## config.mk

```make
export PLATFORM = sky130hd
export DESIGN_NAME = mem_copy_engine
export DESIGN_NICKNAME = d
export VERILOG_FILES = /design/src/rtl/mem_copy_engine.sv
export SDC_FILE = /design/constraint.sdc
export NUM_CORES = 1
export LEC_CHECK = 0
export ABC_CLOCK_PERIOD_IN_PS = 1800
export BUFFER_PORTS_ARGS = -buffer_cell sky130_fd_sc_hd__buf_2
export CAP_MARGIN = 15
export CORE_UTILIZATION = 52
export CTS_BUF_LIST = sky130_fd_sc_hd__clkbuf_8
export DETAILED_ROUTE_END_ITERATION = 10
export MAX_ROUTING_LAYER = met4
export PLACE_DENSITY = 0.79
export SETUP_SLACK_MARGIN = 0.3
export SYNTH_ARGS = -nofsm -noshare
export SYNTH_HDL_FRONTEND = slang
export SYNTH_SLANG_ARGS = --single-unit
```

## constraint.sdc

```tcl
create_clock -name clk -period 1.8 [get_ports clk]
set_input_delay 0.09 -clock clk [delete_from_list [all_inputs] [get_ports clk]]
set_output_delay 0.09 -clock clk [all_outputs]
set_load 0.05 [all_outputs]
```

## src/rtl/mem_copy_engine.sv

```systemverilog
// Block copy engine for a single-port word memory; optional fill mode under MEM_COPY_FILL_EN.
// Latency: 2 cycles/word copy (1 cycle/word fill), done pulse one cycle after the last write.
// Backpressure: none; start is only honoured in IDLE, the memory port is owned while busy.
module mem_copy_engine #(
  parameter int ADDR_WIDTH = 16,
  parameter int DATA_WIDTH = 16
) (
  input  logic                  clk,
  input  logic                  reset,
  input  logic                  start,
  input  logic [ADDR_WIDTH-1:0] srcAddr,
  input  logic [ADDR_WIDTH-1:0] dstAddr,
  input  logic [ADDR_WIDTH-1:0] length,
`ifdef MEM_COPY_FILL_EN
  input  logic                  fillMode,
  input  logic [DATA_WIDTH-1:0] fillValue,
`endif
  output logic                  busy,
  output logic                  done,
  output logic                  memWrite,
  output logic [ADDR_WIDTH-1:0] memAddress,
  output logic [DATA_WIDTH-1:0] memWriteData,
  input  logic [DATA_WIDTH-1:0] memData
);

  typedef enum logic [1:0] {IDLE, READ, WRITE, DONE} state_t;

  state_t                state;
  logic [ADDR_WIDTH-1:0] src;
  logic [ADDR_WIDTH-1:0] dst;
  logic [ADDR_WIDTH-1:0] count;
  logic [DATA_WIDTH-1:0] buffer;

`ifdef MEM_COPY_FILL_EN
  logic fill;
`else
  localparam logic fill = 1'b0;
`endif

  // The data buffer is the write-data register, so data is stable for the whole WRITE cycle.
  assign memWriteData = buffer;

  always_ff @(posedge clk) begin
    if (reset) begin
      state      <= IDLE;
      busy       <= 1'b0;
      done       <= 1'b0;
      memWrite   <= 1'b0;
      memAddress <= '0;
      src        <= '0;
      dst        <= '0;
      count      <= '0;
      buffer     <= '0;
`ifdef MEM_COPY_FILL_EN
      fill       <= 1'b0;
`endif
    end else begin
      case (state)
        IDLE: begin
          done <= 1'b0;
          if (start) begin
            if (length == '0) begin
              state <= DONE;
              done  <= 1'b1;
            end else begin
              src   <= srcAddr;
              dst   <= dstAddr;
              count <= length;
              busy  <= 1'b1;
`ifdef MEM_COPY_FILL_EN
              fill  <= fillMode;
              if (fillMode) begin
                buffer     <= fillValue;
                memWrite   <= 1'b1;
                memAddress <= dstAddr;
                state      <= WRITE;
              end else begin
                memAddress <= srcAddr;
                state      <= READ;
              end
`else
              memAddress <= srcAddr;
              state      <= READ;
`endif
            end
          end
        end
        READ: begin
          buffer     <= memData;
          memWrite   <= 1'b1;
          memAddress <= dst;
          state      <= WRITE;
        end
        WRITE: begin
          src   <= src + ADDR_WIDTH'(1);
          dst   <= dst + ADDR_WIDTH'(1);
          count <= count - ADDR_WIDTH'(1);
          if (count == ADDR_WIDTH'(1)) begin
            memWrite <= 1'b0;
            busy     <= 1'b0;
            done     <= 1'b1;
            state    <= DONE;
          end else if (fill) begin
            memAddress <= dst + ADDR_WIDTH'(1);
          end else begin
            memWrite   <= 1'b0;
            memAddress <= src + ADDR_WIDTH'(1);
            state      <= READ;
          end
        end
        DONE: begin
          done  <= 1'b0;
          state <= IDLE;
        end
        default: state <= IDLE;
      endcase
    end
  end

endmodule

```

==> metrics.yaml, run 1 <==
synthesis:
  synth_cell_type_count: 77
  synth_ff_type: "dfxtp_1"
  syn_area_per_cell_um2: 7.94
  synth_compound_area_frac: 0.251
  async_flop_share: 0
  yosysTopAreaCellShare: 0.326
  synth-seq-cells: 85
  synth_top_family_by_area: "simple AND/OR/NAND/NOR gates"
  ys_seq_area_frac: 0.326
  syn-cell-area_um2: 5220
  synth-simple-area-share: 0.276
  synth_edf_count: 0
  ys.warnings.count: 0
  synth_nets: 734
  yosysTopAreaCell: "dfxtp_1"
  synthXorXnorAreaFrac: 0.0151
  synth_fa_ha_area_frac: 0.0216
  muxShareOfSynthArea: 0.0462
  syn_inst: 658
  yosys-top-cells-area: "dfxtp_1 33%, a21oi_1 6.6%, nand2_1 5.1%"
setup_path:
  startpoint_type: "flop"
  path_cells: "nand3_2 > nor2b_1 > buf_4 > nand3_1 > o21ai_0 > a211oi_2"
  cp_slowest_cell: "dfxtp_1"
  cp.arrival_ns: 2.38
  worst_ep_required_time_ns: 2.05
  max_stage_delay_ns: 0.63
  r2r_start: "dst[3]$_SDFFE_PP0P_"
  path_max_fanout: 8
  crit_path_end_kind: "flop"
  r2r_cells: 6
  r2r_slack_ns: -0.33
  crit_type: "reg2reg"
  r2r_end: "dst[10]$_SDFFE_PP0P_"
global_routing:
  grt_start_max_net_pins: 78
  grt_pass1_vias: 6537
  grt-ovfl-total: 0
  grt_first_pass_wirelength_um: 33800
  antenna_found_initial: 0
  grt_usage: 0.435
final_layout:
  final_cell_mix: "101 x buf_2, 69 x buf_4, 61 x dfxtp_1"
  fillCellCount: 324
  final_area_um2: 8820
  fin_nets: 952
  fin_util: 0.903
  seq_area_um2: 1750
  area_growth_syn_to_layout_pct: 69.0
  final_common_cell: "buf_2"
  multi_input_area_um2: 4300
  layout-drive-gt1-share: 0.538
  antenna_cells: 0
floorplan:
  die_area_um2: 10400
  ios: 102
  start_util: 0.534
  die_w_um: 102
  die_height_um: 102
  coreArea_um2: 9770
  rows: 36
routing:
  wl_per_cell_um: 29.7
  vias_per_cell: 7.61
  drtAntennaViolNets: 0
  drt-total-wl_um: 30100
  drtIter0Drc: 1449
  num_vias: 7717
  drcViolationCount: 0
  firstDrtPassIters: 11
clock_network:
  clock_path_buffers: 2
  htree_num_levels: 3
  cts_tree: "done"
  clock_latency_ns: 0.40
  clk_pin_slew_ns: 0.11
  clock-sinks: 85
  cts_root_buf: "clkbuf_8"
  cts_buffers: 9
hold_path:
  hold_start: "srcAddr[14]"
  hp-class: "in2reg"
  holdPathEnd: "memAddress[14]$_SDFFE_PP0P_"
  holdPathStages: 3
pwr:
  combinationalPowerShare: 0.743
  power_leakage_nw: 3.56
  switching_power_w: 0.0106
  internal_power_w: 0.00999
  vdd_drop_max_v: 0.00141
  p_clk_frac: 0.069
  power_frac_seq: 0.188
  switching_share: 0.515
  pwr_density_cell_nw_per_um2: 2340
timing:
  hold_violations: 0
  fin_skew_ns: 0.0116
  post-route-period-util: 1.18
  fin_crit_ns: 2.13
  setup-violations-final: 38
  worst_slack_ns: -0.326
  clock.fmax_ghz: 0.470
  rsz0062_at_grt: "yes"
  max_slew_margin: 0.448
  drv_slew: 0
  tightest_slew_ns: 0.819
place:
  dpl_cell_area_um2: 6290
  dp_hpwl_um: 10800
  finalWeightedCongestion: 0.942
  portBuffers: 101
outcome:
  outcome: "finished, violations left"
  violations: "setup timing"
run:
  maxCapViolations: 0
-- cell families (layout without fill, tap and decap cells) --
group           count (synthesis)  after routing
flops                          85             85
mux                            24             24
buf+inv                        66            288
xor+xnor                        9              9
fa+ha+maj                       9              9
compound gates                198            199
simple gates                  267            267
-- worst max-delay path by stage --
stage | slack (ns) | end | cells after the start | startpoint
finish | -0.33 | dst[10]$_SDFFE_PP0P_ | 6 | dst[3]$_SDFFE_PP0P_
global route | -0.45 | memAddress[3]$_SDFFE_PP0P_ | 8 | count[1]$_SDFFE_PP0P_
CTS | -0.05 | memAddress[12]$_SDFFE_PP0P_ | 6 | src[0]$_SDFFE_PP0P_
detailed placement | -0.10 | memAddress[3]$_SDFFE_PP0P_ | 7 | length[11]
global placement | -0.08 | memAddress[3]$_SDFFE_PP0P_ | 8 | length[0]
floorplan | 0.13 | memAddress[12]$_SDFFE_PP0P_ | 6 | src[1]$_SDFFE_PP0P_
-- Yosys cell counts, drive strengths merged, types with 5 or more instances --
cell type,instances
nor4,17
or4,5
clkbuf,32
and3,5
nor2,72
a211o,5
o2bb2ai,7
nand3b,7
ha,9
inv,14
mux2i,23
o32ai,12
buf,19
nor3,16
o21ai,43
dfxtp,85
nand2,71
o41ai,8
a21oi,70
a31oi,6
nand3,18
nor3b,6
nand2b,12
nand4,14
a211oi,6
nor2b,10
xnor2,5
-- repair_timing --
item / 4_1_cts / 5_1_grt
hold buffers: 17 / 0
hold endpoints to repair: 17 / 0
cloned: 9 / 3
endpoints found under the setup margin: 64 / 67
pin swaps: 70 / 69
setup buffers: 42 / 25
gates resized for setup: 163 / 153
-- power by group through the flow --
stage	Clock, W	Combinational (W)	Sequential [W]
floorplan	0	0.00483	0.00419
global placement	0	0.00766	0.00338
detailed placement	0	0.00788	0.00342
CTS	0.00136	0.0114	0.00347
global route	0.00147	0.0156	0.00387
finish	0.00142	0.0153	0.00386
-- worst max-delay path: cells and delay by family (launching register included) --
kind,cells,cell delay (ns)
buffers and inverters,1,0.21
AOI/OAI and AO/OA,2,0.51
and+or+nand+nor,3,0.63
DFF,1,0.63
-- flip-flops by register name (all words and copies together) (netlist names) --
register      cells
count            16
done              1
src              16
memAddress       16
state             2
memWrite          1
busy              1
memWriteData     16
dst              16
-- cell type report --
type	instances	share of cell area
multi-input combinational	508	0.487
timing repair buffer	258	0.265
sequential	85	0.198
tap	133	0.0189
clock buffer	10	0.0156
inverter	14	0.00936
clock inverter	6	0.00581
-- per-stage QoR --
step,setup slack (ns),TNS (ns),cells,total power [W],hold WS (ns)
4_1_cts,-0.0476,-0.0834,986,0.0162,0.0176
3_3_place_gp,-0.0759,-0.360,902,0.0110,0.324
5_1_grt,-0.451,-6.53,1014,0.0209,0.0116
6_report,-0.326,-5.02,1014,0.0206,0.0114
3_5_place_dp,-0.102,-0.655,902,0.0113,0.337
2_1_floorplan,0.131,0,658,0.00902,0.237
-- layer usage --
| layer | GRT usage | share of wire | up-vias |
|---|---|---|---|
| met5 | - | 0 | - |
| li1 | - | - | 2871 |
| met4 | 0.281 | 0.11 | 0 |
| met1 | 0.519 | 0.33 | 3484 |
| met2 | 0.658 | 0.40 | 946 |
| met3 | 0.101 | 0.16 | 416 |
(Power assumes the default switching activity.)
==> run 2: changes to the inputs <==
ABC_AREA = 1   (was unset)
==> metrics.yaml, run 2 <==
timing:
  hold_ws_ns: 0.0523
  fin_crit_ns: 1.68
  rsz0062_at_grt: "yes"
  post-route-period-util: 0.934
  fin_setup_tns_ns: 0
  tightest_slew_ns: 0.666
  drv_slew: 0
  hold_violations: 0
  setup-violations-final: 0
  max_slew_margin: 0.556
  clock.fmax_ghz: 0.595
  fin_skew_ns: 0.0111
clock_network:
  clock_path_buffers: 2
  clock-sinks: 85
  clk_pin_slew_ns: 0.10
  cts_buffers: 9
  clock_latency_ns: 0.37
  cts_tree: "done"
  cts_root_buf: "clkbuf_8"
  htree_num_levels: 3
hold_path:
  hp-class: "in2reg"
final_layout:
  multi_input_area_um2: 3680
  final_cell_mix: "217 x nand2_1, 106 x nor2_1, 101 x buf_2"
  layout-drive-gt1-share: 0.393
  fin_nets: 1076
  final_area_um2: 7580
  fillCellCount: 630
  final_common_cell: "nand2_1"
  area_growth_syn_to_layout_pct: 44.9
  seq_area_um2: 1760
  antenna_cells: 0
  final_cells: 1138
  fin_util: 0.775
routing:
  drcViolationCount: 0
  drtAntennaViolNets: 0
  wl_per_cell_um: 18.0
  vias_per_cell: 5.94
  firstDrtPassIters: 8
  num_vias: 6765
  drtIter0Drc: 773
  drt-total-wl_um: 20500
global_routing:
  grt-ovfl-total: 0
  grt_start_max_net_pins: 59
  grt_usage: 0.317
  grt_pass1_vias: 5289
  antenna_found_initial: 0
  grt_first_pass_wirelength_um: 25100
setup_path:
  path_cells: "nand2_1 > nor2_1 > nand2_1 > nand2_1 > nand3_1 > nand2_1 > o21ai_0 > nand2_1 > o21ai_2 > nor2_1"
  max_stage_delay_ns: 0.42
  crit_top_cell: "nand2_1"
  crit_type: "reg2reg"
  startpoint_type: "flop"
  cp.arrival_ns: 1.99
  cp_slowest_cell: "dfxtp_4"
  crit_path_end_kind: "flop"
  path_max_fanout: 6
  worst_ep_required_time_ns: 2.11
floorplan:
  die_area_um2: 10500
  rows: 36
  ios: 102
  coreArea_um2: 9770
  die_height_um: 102
  start_util: 0.535
  die_w_um: 102
synthesis:
  yosysTopAreaCellShare: 0.325
  syn-cell-area_um2: 5230
  yosysTopAreaCell: "dfxtp_1"
  synth_edf_count: 0
  syn_inst: 847
  synth-seq-cells: 85
  async_flop_share: 0
  syn_area_per_cell_um2: 6.17
  ys_seq_area_frac: 0.325
  synth_nets: 923
  synth_cell_type_count: 34
  yosys-top-cells-area: "dfxtp_1 33%, nand2_1 18%, nor2_1 9.4%"
  yosys-top-cells-count: "251 x nand2_1, 131 x nor2_1, 85 x dfxtp_1"
  ys.warnings.count: 0
  post-synth-top-count-cell: "nand2_1"
  synth_ff_type: "dfxtp_1"
place:
  portBuffers: 101
  finalWeightedCongestion: 0.971
  dp_cells: 1067
  dpl_cell_area_um2: 5960
  dp_hpwl_um: 10400
pwr:
  power_leakage_nw: 3.36
  pwr_density_cell_nw_per_um2: 1000
  vdd_drop_max_v: 0.000815
outcome:
  outcome: "finished, final reports clean"
run:
  maxCapViolations: 0
## run 2: changes by cell type after synthesis, moves of 10 or more
cell / change
mux2i_1: -23
nand2b_1: -12
inv_1: +49
nand3_1: +31
o32ai_1: -12
o21ai_0: +40
a21oi_1: -18
nand2_2: +12
nor2b_1: -10
nand2_1: +180
a21oi_2: +18
nor3_1: -12
clkbuf_1: -10
nor2_1: +60
## run 2: path summary, 6_finish.rpt
check	slack, ns	start	cells after the start	to
max	0.12	src[5]$_SDFFE_PP0P_	10	memAddress[8]$_SDFFE_PP0P_
min	0.05	length[9]	5	count[9]$_SDFFE_PP0P_
max reg2reg	0.12	src[5]$_SDFFE_PP0P_	10	memAddress[8]$_SDFFE_PP0P_
min reg2reg	0.47	memAddress[10]$_SDFFE_PP0P_	2	memAddress[10]$_SDFFE_PP0P_
## run 2: cells by family after synthesis
logic type      count (synthesis)  share of synthesized area
flops                          85                      0.325
fa+ha+maj                       9                     0.0215
compound gates                166                      0.178
simple gates                  479                      0.385
buf+inv                       108                     0.0904
## run 2: through the flow
step / total power (W) / worst slack, ns
after floorplan: 0.00426 / 0.283
after global placement: 0.00492 / 0.128
after detailed placement: 0.00494 / 0.106
after CTS: 0.00663 / 0.252
after global routing: 0.00787 / 0.0721
final: 0.00759 / 0.119
## run 2: final cells by class
| type | count | share of cell area |
|---|---|---|
| tap | 133 | 0.0220 |
| clock buffer | 9 | 0.0163 |
| timing repair buffer | 183 | 0.196 |
| inverter | 66 | 0.0365 |
| multi-input combinational | 655 | 0.486 |
| clock inverter | 7 | 0.0111 |
| sequential | 85 | 0.233 |
## run 2: layer usage
layer | part of all wire | up-vias | global-route usage
met3 | 0.12 | 159 | 0.0520
met1 | 0.38 | 2997 | 0.430
met2 | 0.45 | 581 | 0.483
li1 | - | 3028 | -
met4 | 0.054 | 0 | 0.0978
met5 | 0 | - | -
## run 2: where the power goes
group	switching [W]	total, W	leakage, nW	internal (W)
Sequential	0.000358	0.00256	0.716	0.00220
Clock	0.000843	0.00151	0.102	0.000665
Combinational	0.00220	0.00353	2.54	0.00132
## run 2: what timing repair did
item                                    CTS  global route
hold buffers                             16             0
pin swaps                                16            52
endpoints found under the setup margin   65            64
gates resized for setup                  71           198
gates cloned                              0             9
setup buffers                            12            18
hold endpoints to repair                 16             0
## run 2: worst max-delay path, delay by kind of cell (launching register included)
kind | cells | cell delay (ns)
compound gates | 2 | 0.18
flops | 1 | 0.42
simple gates | 8 | 1.02
==> run 3: changes to the inputs <==
GPL_TIMING_DRIVEN = 0   (was unset)
RECOVER_POWER = 50   (was unset)
==> metrics.yaml, run 3 (synthesis results as in run 2) <==
outcome:
  outcome: "finished, final reports clean"
floorplan:
  die_height_um: 102
  die_w_um: 102
  die_area_um2: 10500
  rows: 36
  start_util: 0.535
  coreArea_um2: 9770
  ios: 102
final_layout:
  seq_area_um2: 1740
  final_cells: 1141
  multi_input_area_um2: 3510
  antenna_cells: 0
  area_growth_syn_to_layout_pct: 38.6
  final_cell_mix: "227 x nand2_1, 112 x nor2_1, 66 x buf_2"
  fin_nets: 1079
  final_common_cell: "nand2_1"
  fin_util: 0.742
  fillCellCount: 768
  layout-drive-gt1-share: 0.298
hold_path:
  hp-class: "in2reg"
  holdPathStages: 5
  hold_start: "length[5]"
  holdPathEnd: "count[5]$_SDFFE_PP0P_"
setup_path:
  r2r_start: "state[0]$_SDFFE_PP0P_"
  path_max_fanout: 10
  r2r_slack_ns: 0.12
  crit_path_end_kind: "flop"
  startpoint_type: "flop"
  r2r_cells: 10
  r2r_end: "dst[5]$_SDFFE_PP0P_"
  cp.arrival_ns: 1.94
  crit_type: "reg2reg"
  worst_ep_required_time_ns: 2.06
timing:
  tightest_slew_ns: 0.887
  clock.fmax_ghz: 0.597
  drv_slew: 0
  rsz0062_at_grt: "yes"
  hold_violations: 0
  worst_slack_ns: 0.125
  setup-violations-final: 0
  max_slew_margin: 0.408
  fin_crit_ns: 1.68
  post-route-period-util: 0.931
  fin_skew_ns: 0.0123
  hold_ws_ns: 0.0460
global_routing:
  grt_pass1_vias: 5894
  grt_start_max_net_pins: 16
  grt_usage: 0.372
  antenna_found_initial: 0
  grt-ovfl-total: 0
  grt_first_pass_wirelength_um: 28800
pwr:
  switching_share: 0.440
  p_clk_frac: 0.199
  power_leakage_nw: 3.17
  vdd_drop_max_v: 0.000695
  switching_power_w: 0.00326
  combinationalPowerShare: 0.458
  power_frac_seq: 0.342
  total_power_w: 0.00741
  internal_power_w: 0.00415
  pwr_density_cell_nw_per_um2: 1020
routing:
  vias_per_cell: 5.76
  num_vias: 6568
  wl_met1_um: 7900
  wl_met3_um: 2310
  drtIter0Drc: 855
  dr.max_layer_used: "met4"
  wl_per_cell_um: 17.6
  drtAntennaViolNets: 0
  wl_met2_um: 8770
  drcViolationCount: 0
  drt-total-wl_um: 20100
  firstDrtPassIters: 6
place:
  finalWeightedCongestion: 0.974
  portBuffers: 100
  dp_slack_ns: -0.249
  dp_cells: 1080
  dp_hpwl_um: 12100
run:
  maxCapViolations: 0
clock_network:
  htree_num_levels: 3
  clock_path_buffers: 2
  cts_tree: "done"
  cts_root_buf: "clkbuf_8"
  cts_buffers: 9
  clock-sinks: 85
  clk_pin_slew_ns: 0.10
  clock_latency_ns: 0.37
run 3: cell count changes in the layout (fill, tap and decap cells not counted), moves of 6 or more:
| cell | delta |
|---|---|
| a21oi_1 | +11 |
| dfxtp_1 | +10 |
| buf_6 | -6 |
| nand2_1 | +10 |
| nor2_1 | +6 |
| o21ai_2 | -11 |
| dfxtp_4 | -6 |
| buf_2 | -35 |
| o21ai_1 | +11 |
| nand2_2 | -8 |
| a21oi_2 | -13 |
| clkbuf_1 | +46 |
| buf_4 | -7 |
run 3: worst max path at each step:
| stage | from | end | slack (ns) | cells past startpoint |
|---|---|---|---|---|
| global placement | state[0]$_SDFFE_PP0P_ | dst[15]$_SDFFE_PP0P_ | -0.24 | 8 |
| finish | state[0]$_SDFFE_PP0P_ | dst[5]$_SDFFE_PP0P_ | 0.12 | 10 |
| floorplan | state[0]$_SDFFE_PP0P_ | dst[12]$_SDFFE_PP0P_ | 0.28 | 10 |
| detailed placement | state[0]$_SDFFE_PP0P_ | src[13]$_SDFFE_PP0P_ | -0.25 | 8 |
| CTS | state[0]$_SDFFE_PP0P_ | dst[7]$_SDFFE_PP0P_ | 0.24 | 11 |
| global route | state[0]$_SDFFE_PP0P_ | memWriteData[5]$_SDFFE_PP0N_ | 0.1 | 7 |
run 3: cell type report:
class                      count  share of cell area
buffer                        42              0.0564
clock buffer                  10              0.0190
clock inverter                 6             0.00984
inverter                      66              0.0366
multi-input combinational    654               0.484
sequential                    85               0.240
tap                          133              0.0230
timing repair buffer         145               0.132
run 3: repair_timing:
item | 4_1_cts | 5_1_grt
cloned | 5 | 2
setup buffers | 15 | 7
hold buffers | 16 | 0
resized for setup | 131 | 119
pin swaps | 26 | 27
endpoints found under the hold margin | 16 | 0
endpoints found under the setup margin | 83 | 79
run 3: power by group through the flow:
stage	clock network [W]	logic (W)	registers [W]
4_1_cts	0.00146	0.00302	0.00246
5_1_grt	0.00155	0.00359	0.00256
6_report	0.00147	0.00340	0.00254
2_1_floorplan	0	0.00141	0.00285
3_5_place_dp	0	0.00247	0.00248
3_3_place_gp	0	0.00244	0.00248
run 3: worst max-delay path: stages (launching register included):
cell      delay (ns)
dfxtp_4         0.38
inv_4           0.05
ha_4            0.15
buf_8           0.14
nor2_4          0.11
inv_4           0.05
nand3_4         0.09
inv_2           0.08
clkbuf_2        0.24
o21ai_1         0.21
nor2_1          0.07
run 3: per-layer routing:
metal,GRT usage,up-vias
met3,0.0759,106
met2,0.593,514
met1,0.470,2908
met4,0.124,0
met5,-,-
li1,-,3040
run 3: stage by stage:
stage | setup TNS [ns] | cell area [um^2]
floorplan | 0 | 5240
global placement | -5.20 | 5910
finish | 0 | 7250
detailed placement | -5.41 | 5910
CTS | 0 | 6920
global route | 0 | 7250
